[config.mk]
export PLATFORM = sky130hd
export DESIGN_NAME = oled_fb_arbiter
export DESIGN_NICKNAME = d
export VERILOG_FILES = /design/src/rtl/oled_fb_pkg.sv /design/src/rtl/oled_fb_addr.sv /design/src/rtl/oled_fb_arbiter.sv
export SDC_FILE = /design/constraint.sdc
export NUM_CORES = 1
export LEC_CHECK = 0
export BUFFER_PORTS_ARGS = -buffer_cell sky130_fd_sc_hd__buf_2
export CORE_MARGIN = 8
export CORE_UTILIZATION = 51
export DETAILED_ROUTE_END_ITERATION = 8
export GPL_TIMING_DRIVEN = 0
export PLACE_DENSITY = 0.93
export SLEW_MARGIN = 20
export SYNTH_ARGS = -nofsm -noshare
export SYNTH_HDL_FRONTEND = slang
export SYNTH_SLANG_ARGS = --single-unit
[constraint.sdc]
create_clock -name clk -period 3.9 [get_ports clk]
set_clock_uncertainty 0.15 [all_clocks]
set_input_delay 0.78 -clock clk [delete_from_list [all_inputs] [get_ports clk]]
set_output_delay 0.78 -clock clk [all_outputs]
set_load 0.02 [all_outputs]
[src/rtl/oled_fb_pkg.sv]
// oled_fb_pkg: shared types and geometry helpers for the OLED framebuffer arbiter.
// Provides the FSM state enum, address width and per-mode framebuffer dimensions.
package oled_fb_pkg;

  localparam int ADDR_W = 13;

  typedef enum logic [1:0] {
    IDLE,
    RD_WAIT,
    RD_CAPT
  } fb_state_e;

  function automatic int fb_width(input int color);
    return (color != 0) ? 96 : 128;
  endfunction

  function automatic int fb_height(input int color);
    return (color != 0) ? 64 : 8;
  endfunction

  function automatic int FB_DEPTH(input int color);
    return fb_width(color) * fb_height(color);
  endfunction

endpackage

[src/rtl/oled_fb_addr.sv]
// oled_fb_addr: combinational row*WIDTH+col mapper for display fetches.
// Ports: row (page/row index), col (column index) -> addr (linear pixel address).
import oled_fb_pkg::*;

module oled_fb_addr #(
  parameter int COLOR = 0
) (
  input  logic [5:0]        row,
  input  logic [6:0]        col,
  output logic [ADDR_W-1:0] addr
);

  localparam logic [ADDR_W-1:0] W = ADDR_W'(fb_width(COLOR));

  assign addr = ADDR_W'(row) * W + ADDR_W'(col);

endmodule

[src/rtl/oled_fb_arbiter.sv]
// oled_fb_arbiter: shares one single-port framebuffer RAM between the OLED refresh
// fetch port (always wins) and a pixel-write client that uses every idle RAM cycle.
// Ports: disp_* fetch request/response, wr_* write handshake + drop pulse,
// ram_* registered RAM port, frame_done, swap_req/swap_pending.
// Option: define OLED_FB_DOUBLE_BUFFER_EN for two banks with frame-synchronous swap.
import oled_fb_pkg::*;

module oled_fb_arbiter #(
  parameter int COLOR = 0
) (
  input  logic              clk,
  input  logic              rst,
  input  logic              disp_read,
  input  logic [5:0]        disp_row,
  input  logic [6:0]        disp_col,
  output logic [7:0]        disp_data,
  output logic [15:0]       disp_data_rgb,
  output logic              disp_ack,
  input  logic              wr_valid,
  output logic              wr_ready,
  input  logic [ADDR_W-1:0] wr_addr,
  input  logic [15:0]       wr_data,
  output logic              wr_drop,
  output logic [ADDR_W-1:0] ram_addr,
  output logic              ram_bank,
  output logic              ram_we,
  output logic [15:0]       ram_wdata,
  input  logic [15:0]       ram_rdata,
  output logic              frame_done,
  input  logic              swap_req,
  output logic              swap_pending
);

  localparam int WIDTH  = fb_width(COLOR);
  localparam int HEIGHT = fb_height(COLOR);
  localparam logic [ADDR_W:0] DEPTH = (ADDR_W+1)'(FB_DEPTH(COLOR));

  fb_state_e         state_q, state_d;
  logic              rd_pending_q, rd_pending_d;
  logic [5:0]        row_q, row_d;
  logic [6:0]        col_q, col_d;
  logic [ADDR_W-1:0] ram_addr_q, ram_addr_d;
  logic              ram_bank_q, ram_bank_d;
  logic              ram_we_q, ram_we_d;
  logic [15:0]       ram_wdata_q, ram_wdata_d;
  logic              wr_drop_q, wr_drop_d;
  logic [15:0]       rgb_q, rgb_d;
  logic              capt_q, capt_d;
  logic              capt_last_q, capt_last_d;
  logic              disp_ack_q, disp_ack_d;
  logic              frame_done_q, frame_done_d;
  logic              front_q, front_d;
  logic              swap_pending_q, swap_pending_d;
  logic              back_bank;
  logic [ADDR_W-1:0] disp_addr;

  oled_fb_addr #(
    .COLOR(COLOR)
  ) u_addr (
    .row (row_q),
    .col (col_q),
    .addr(disp_addr)
  );

`ifdef OLED_FB_DOUBLE_BUFFER_EN
  // A swap_req landing in the frame_done cycle is folded in and taken.
  always_comb begin
    front_d        = front_q;
    swap_pending_d = swap_pending_q | swap_req;
    if (frame_done_q && swap_pending_d) begin
      front_d        = ~front_q;
      swap_pending_d = 1'b0;
    end
  end
  assign back_bank = ~front_q;
`else
  logic unused_swap;
  assign unused_swap    = swap_req;
  assign front_d        = 1'b0;
  assign swap_pending_d = 1'b0;
  assign back_bank      = 1'b0;
`endif

  assign wr_ready = !rst && state_q == IDLE && !rd_pending_q;

  always_comb begin
    state_d      = state_q;
    rd_pending_d = rd_pending_q;
    row_d        = row_q;
    col_d        = col_q;
    ram_addr_d   = ram_addr_q;
    ram_bank_d   = ram_bank_q;
    ram_we_d     = 1'b0;
    ram_wdata_d  = ram_wdata_q;
    wr_drop_d    = 1'b0;
    rgb_d        = rgb_q;
    capt_d       = 1'b0;
    capt_last_d  = 1'b0;
    disp_ack_d   = capt_q;
    frame_done_d = capt_last_q;

    if (disp_read && !rd_pending_q && state_q == IDLE) begin
      rd_pending_d = 1'b1;
      row_d        = disp_row;
      col_d        = disp_col;
    end

    unique case (state_q)
      IDLE: begin
        if (rd_pending_q) begin
          // Let a just-issued write finish its RAM cycle first.
          if (!ram_we_q) begin
            ram_addr_d   = disp_addr;
            ram_bank_d   = front_d;
            rd_pending_d = 1'b0;
            state_d      = RD_WAIT;
          end
        end else if (wr_valid) begin
          if ({1'b0, wr_addr} < DEPTH) begin
            ram_addr_d  = wr_addr;
            ram_wdata_d = wr_data;
            ram_bank_d  = back_bank;
            ram_we_d    = 1'b1;
          end else begin
            wr_drop_d = 1'b1;
          end
        end
      end
      RD_WAIT: state_d = RD_CAPT;
      RD_CAPT: begin
        rgb_d       = ram_rdata;
        capt_d      = 1'b1;
        capt_last_d = (row_q == 6'(HEIGHT-1)) &&
                      (col_q == 7'(WIDTH-1));
        state_d     = IDLE;
      end
      default: state_d = IDLE;
    endcase
  end

  always_ff @(posedge clk or posedge rst) begin
    if (rst) begin
      state_q        <= IDLE;
      rd_pending_q   <= 1'b0;
      row_q          <= '0;
      col_q          <= '0;
      ram_addr_q     <= '0;
      ram_bank_q     <= 1'b0;
      ram_we_q       <= 1'b0;
      ram_wdata_q    <= '0;
      wr_drop_q      <= 1'b0;
      rgb_q          <= '0;
      capt_q         <= 1'b0;
      capt_last_q    <= 1'b0;
      disp_ack_q     <= 1'b0;
      frame_done_q   <= 1'b0;
      front_q        <= 1'b0;
      swap_pending_q <= 1'b0;
    end else begin
      state_q        <= state_d;
      rd_pending_q   <= rd_pending_d;
      row_q          <= row_d;
      col_q          <= col_d;
      ram_addr_q     <= ram_addr_d;
      ram_bank_q     <= ram_bank_d;
      ram_we_q       <= ram_we_d;
      ram_wdata_q    <= ram_wdata_d;
      wr_drop_q      <= wr_drop_d;
      rgb_q          <= rgb_d;
      capt_q         <= capt_d;
      capt_last_q    <= capt_last_d;
      disp_ack_q     <= disp_ack_d;
      frame_done_q   <= frame_done_d;
      front_q        <= front_d;
      swap_pending_q <= swap_pending_d;
    end
  end

  assign disp_data     = rgb_q[7:0];
  assign disp_data_rgb = rgb_q;
  assign disp_ack      = disp_ack_q;
  assign wr_drop       = wr_drop_q;
  assign ram_addr      = ram_addr_q;
  assign ram_bank      = ram_bank_q;
  assign ram_we        = ram_we_q;
  assign ram_wdata     = ram_wdata_q;
  assign frame_done    = frame_done_q;
  assign swap_pending  = swap_pending_q;

endmodule

==> reports/results.ini <==
[yosys]
syn_avg_cell_area_sq_um = 14.09
synth-seq-area-share_pct = 58.90
synth_area_sq_um = 2846
yosys.area.top_type = dfrtp_1
synth_cell_types = 35
synth_cells = 202
async_reset_ff_share_pct = 100.0
synth_common_cells = dfrtp_1 (67), mux2_2 (36), buf_4 (13)
synth.area.top_cells = dfrtp_1 (59%), mux2_2 (14%), mux2_4 (4.7%)
synth_top_area_share_pct = 58.90
ys_seq_elements = 67
synth_edf_count = 0
ys_warn_count = 0
synth_flop_cell = dfrtp_1
post-synth-top-count-cell = dfrtp_1

[die]
die_area_sq_um = 8228
core-area_sq_um = 5439
die_h_um = 90.71
start_util_pct = 52.33
die_width_um = 90.71
io_pins = 123
std_cell_rows = 27

[worst_setup_path]
r2r_start = rd_pending_q
slowest_stage = dfrtp_1
max_stage_delay_ns = 0.47
startpoint = rd_pending_q
crit_path_max_fanout = 10
end_kind = output pin
crit_type = reg -> out
crit_buf_inv = 3
cpMostUsedCell = buf_2
critPathLaunchType = flop
arrival_ns = 1.78
path_cells = buf_2 -> buf_2 -> nor4_1 -> buf_2
required_ns = 2.97
critPathTopFamily = buffers and inverters

[sta]
fmax_mhz = 368.9
holdWs_ns = 0.2103
rsz0062_at_grt = no
tightest_slew_ns = 0.7672
min_period_over_period_pct = 69.51
hold_viol_final = 0
period_minus_slack_ns = 2.711
setup_slack_ns = 1.189
final_max_slew_viol_count = 0
setup_viol_count_final = 0
slew-limit-headroom_pct = 48.72
tns_ns = 0

[finish]
nets = 397
syn_to_final_growth_pct = 31.69
drive_gt1_share_pct = 59.29
stdcell_count = 412

[clocking]
cts_hold_buf = 0
cts_sinks = 67
cts_max_level = 3
postCtsSetupBuffers = 0
clk_path_buf_depth = 2
cts_resized = 0
clk_pin_slew_ns = 0.07
cts_inserted_buffers = 9
cts-root-buf = clkbuf_8
cts_tree = done
insertion_delay_ns = 0.33

[placed_design]
numPortBuffers = 119
dp_hpwl_um = 5275
routabilityCongestion = 0.8097
pre_cts_slack_ns = 1.554
placedCellCount = 395

[grt]
grt_pass1_vias = 2319
grt_usage_pct = 17.17
antenna_found_initial = 2
grt_first_pass_wirelength_um = 11260
grt_max_degree = 46
grt.overflow.total = 0

[route]
wl_met1_um = 2615
drc_errors = 0
wl_met3_um = 710
vias_per_cell = 5.095
met2_length_um = 3254
routed.top_layer = met5
ant_nets = 0
drtPass1Iterations = 4
drt-initial-drc-count = 87
routed_wl_um = 6751
wl_per_cell_um = 16.39
num_vias = 2099

[job]
cap_violations = 0

[worst_hold_path]
hold_class = reg -> reg
min_from = capt_last_q

[power_and_ir_drop]
power-per-cell-area_nw_per_um2 = 889.1
p_total_uw = 3333
power_leakage_uw = 0.001915
vdd_drop_max_mv = 0.5147

[status]
status = completed

-- registers in the layout (all words and copies together), names as in the netlist --
signal	count
capt_last_q	1
row_q	6
frame_done	1
col_q	7
rd_pending_q	1
ram_addr	13
disp_ack	1
wr_drop	1
capt_q	1
ram_wdata	16
ram_we	1
disp_data_rgb	16
state_q	2
-- cells by family after synthesis --
family                 Yosys count  share of synthesized area, %
other                            1                        0.1317
buffers and inverters           24                         5.274
AOI/OAI and AO/OA               29                         7.912
and+or+nand+nor                 36                         8.792
muxes                           45                         18.99
DFF                             67                         58.90
-- worst paths after layout --
check	endpoint	slack (ns)	cells past startpoint
hold reg to reg	frame_done	0.21	0
min in group asynchronous	rd_pending_q	0.26	2
hold / removal	frame_done	0.21	0
setup / recovery	wr_ready	1.19	4
max in group asynchronous	ram_addr[1]	2.81	3
setup reg to reg	row_q[1]	2.12	4
-- final cells by class --
cell class	count	area, sq um
Multi-Input combinational cell	112	1023
Timing Repair Buffer	120	615.6
Fill cell	409	1690
Antenna cell	1	2.502
Inverter	6	25.02
Tap cell	72	90.09
Sequential cell	67	1677
Clock inverter	2	35.03
Buffer	18	127.6
Clock buffer	14	152.6
-- layout by cell type (no fill, tap or decap), types with 2 or more instances in the layout --
cell,count
mux2_2,36
nor2b_1,6
o211ai_1,3
dfrtp_1,67
conb_1,2
buf_2,121
nand2_1,7
nor3_4,2
mux2_4,9
o2111ai_1,3
a32oi_1,3
nand2b_1,7
buf_4,13
a22o_1,10
clkbuf_1,5
o21ai_0,7
clkbuf_8,10
inv_1,5
nor2_1,2
-- per-stage QoR --
stage               utilization [%]  instance area (sq um)
finish                        68.92                   3749
global route                  68.88                   3746
CTS                           68.88                   3746
detailed placement            65.42                   3558
global placement              65.01                   3536
floorplan                         -                   2850
-- layer usage --
layer  vias to the layer above  track usage [%]
li1                        986                -
met5                         -                0
met3                        14            8.146
met2                        81            27.71
met1                      1016            18.46
met4                         2            8.460
-- report_power, final --
part	switching, uW	internal, uW
registers	216	1030
logic	823	707
clock network	244	313
total	1280	2050
No activity file was read; power rests on OpenSTA's default activity.
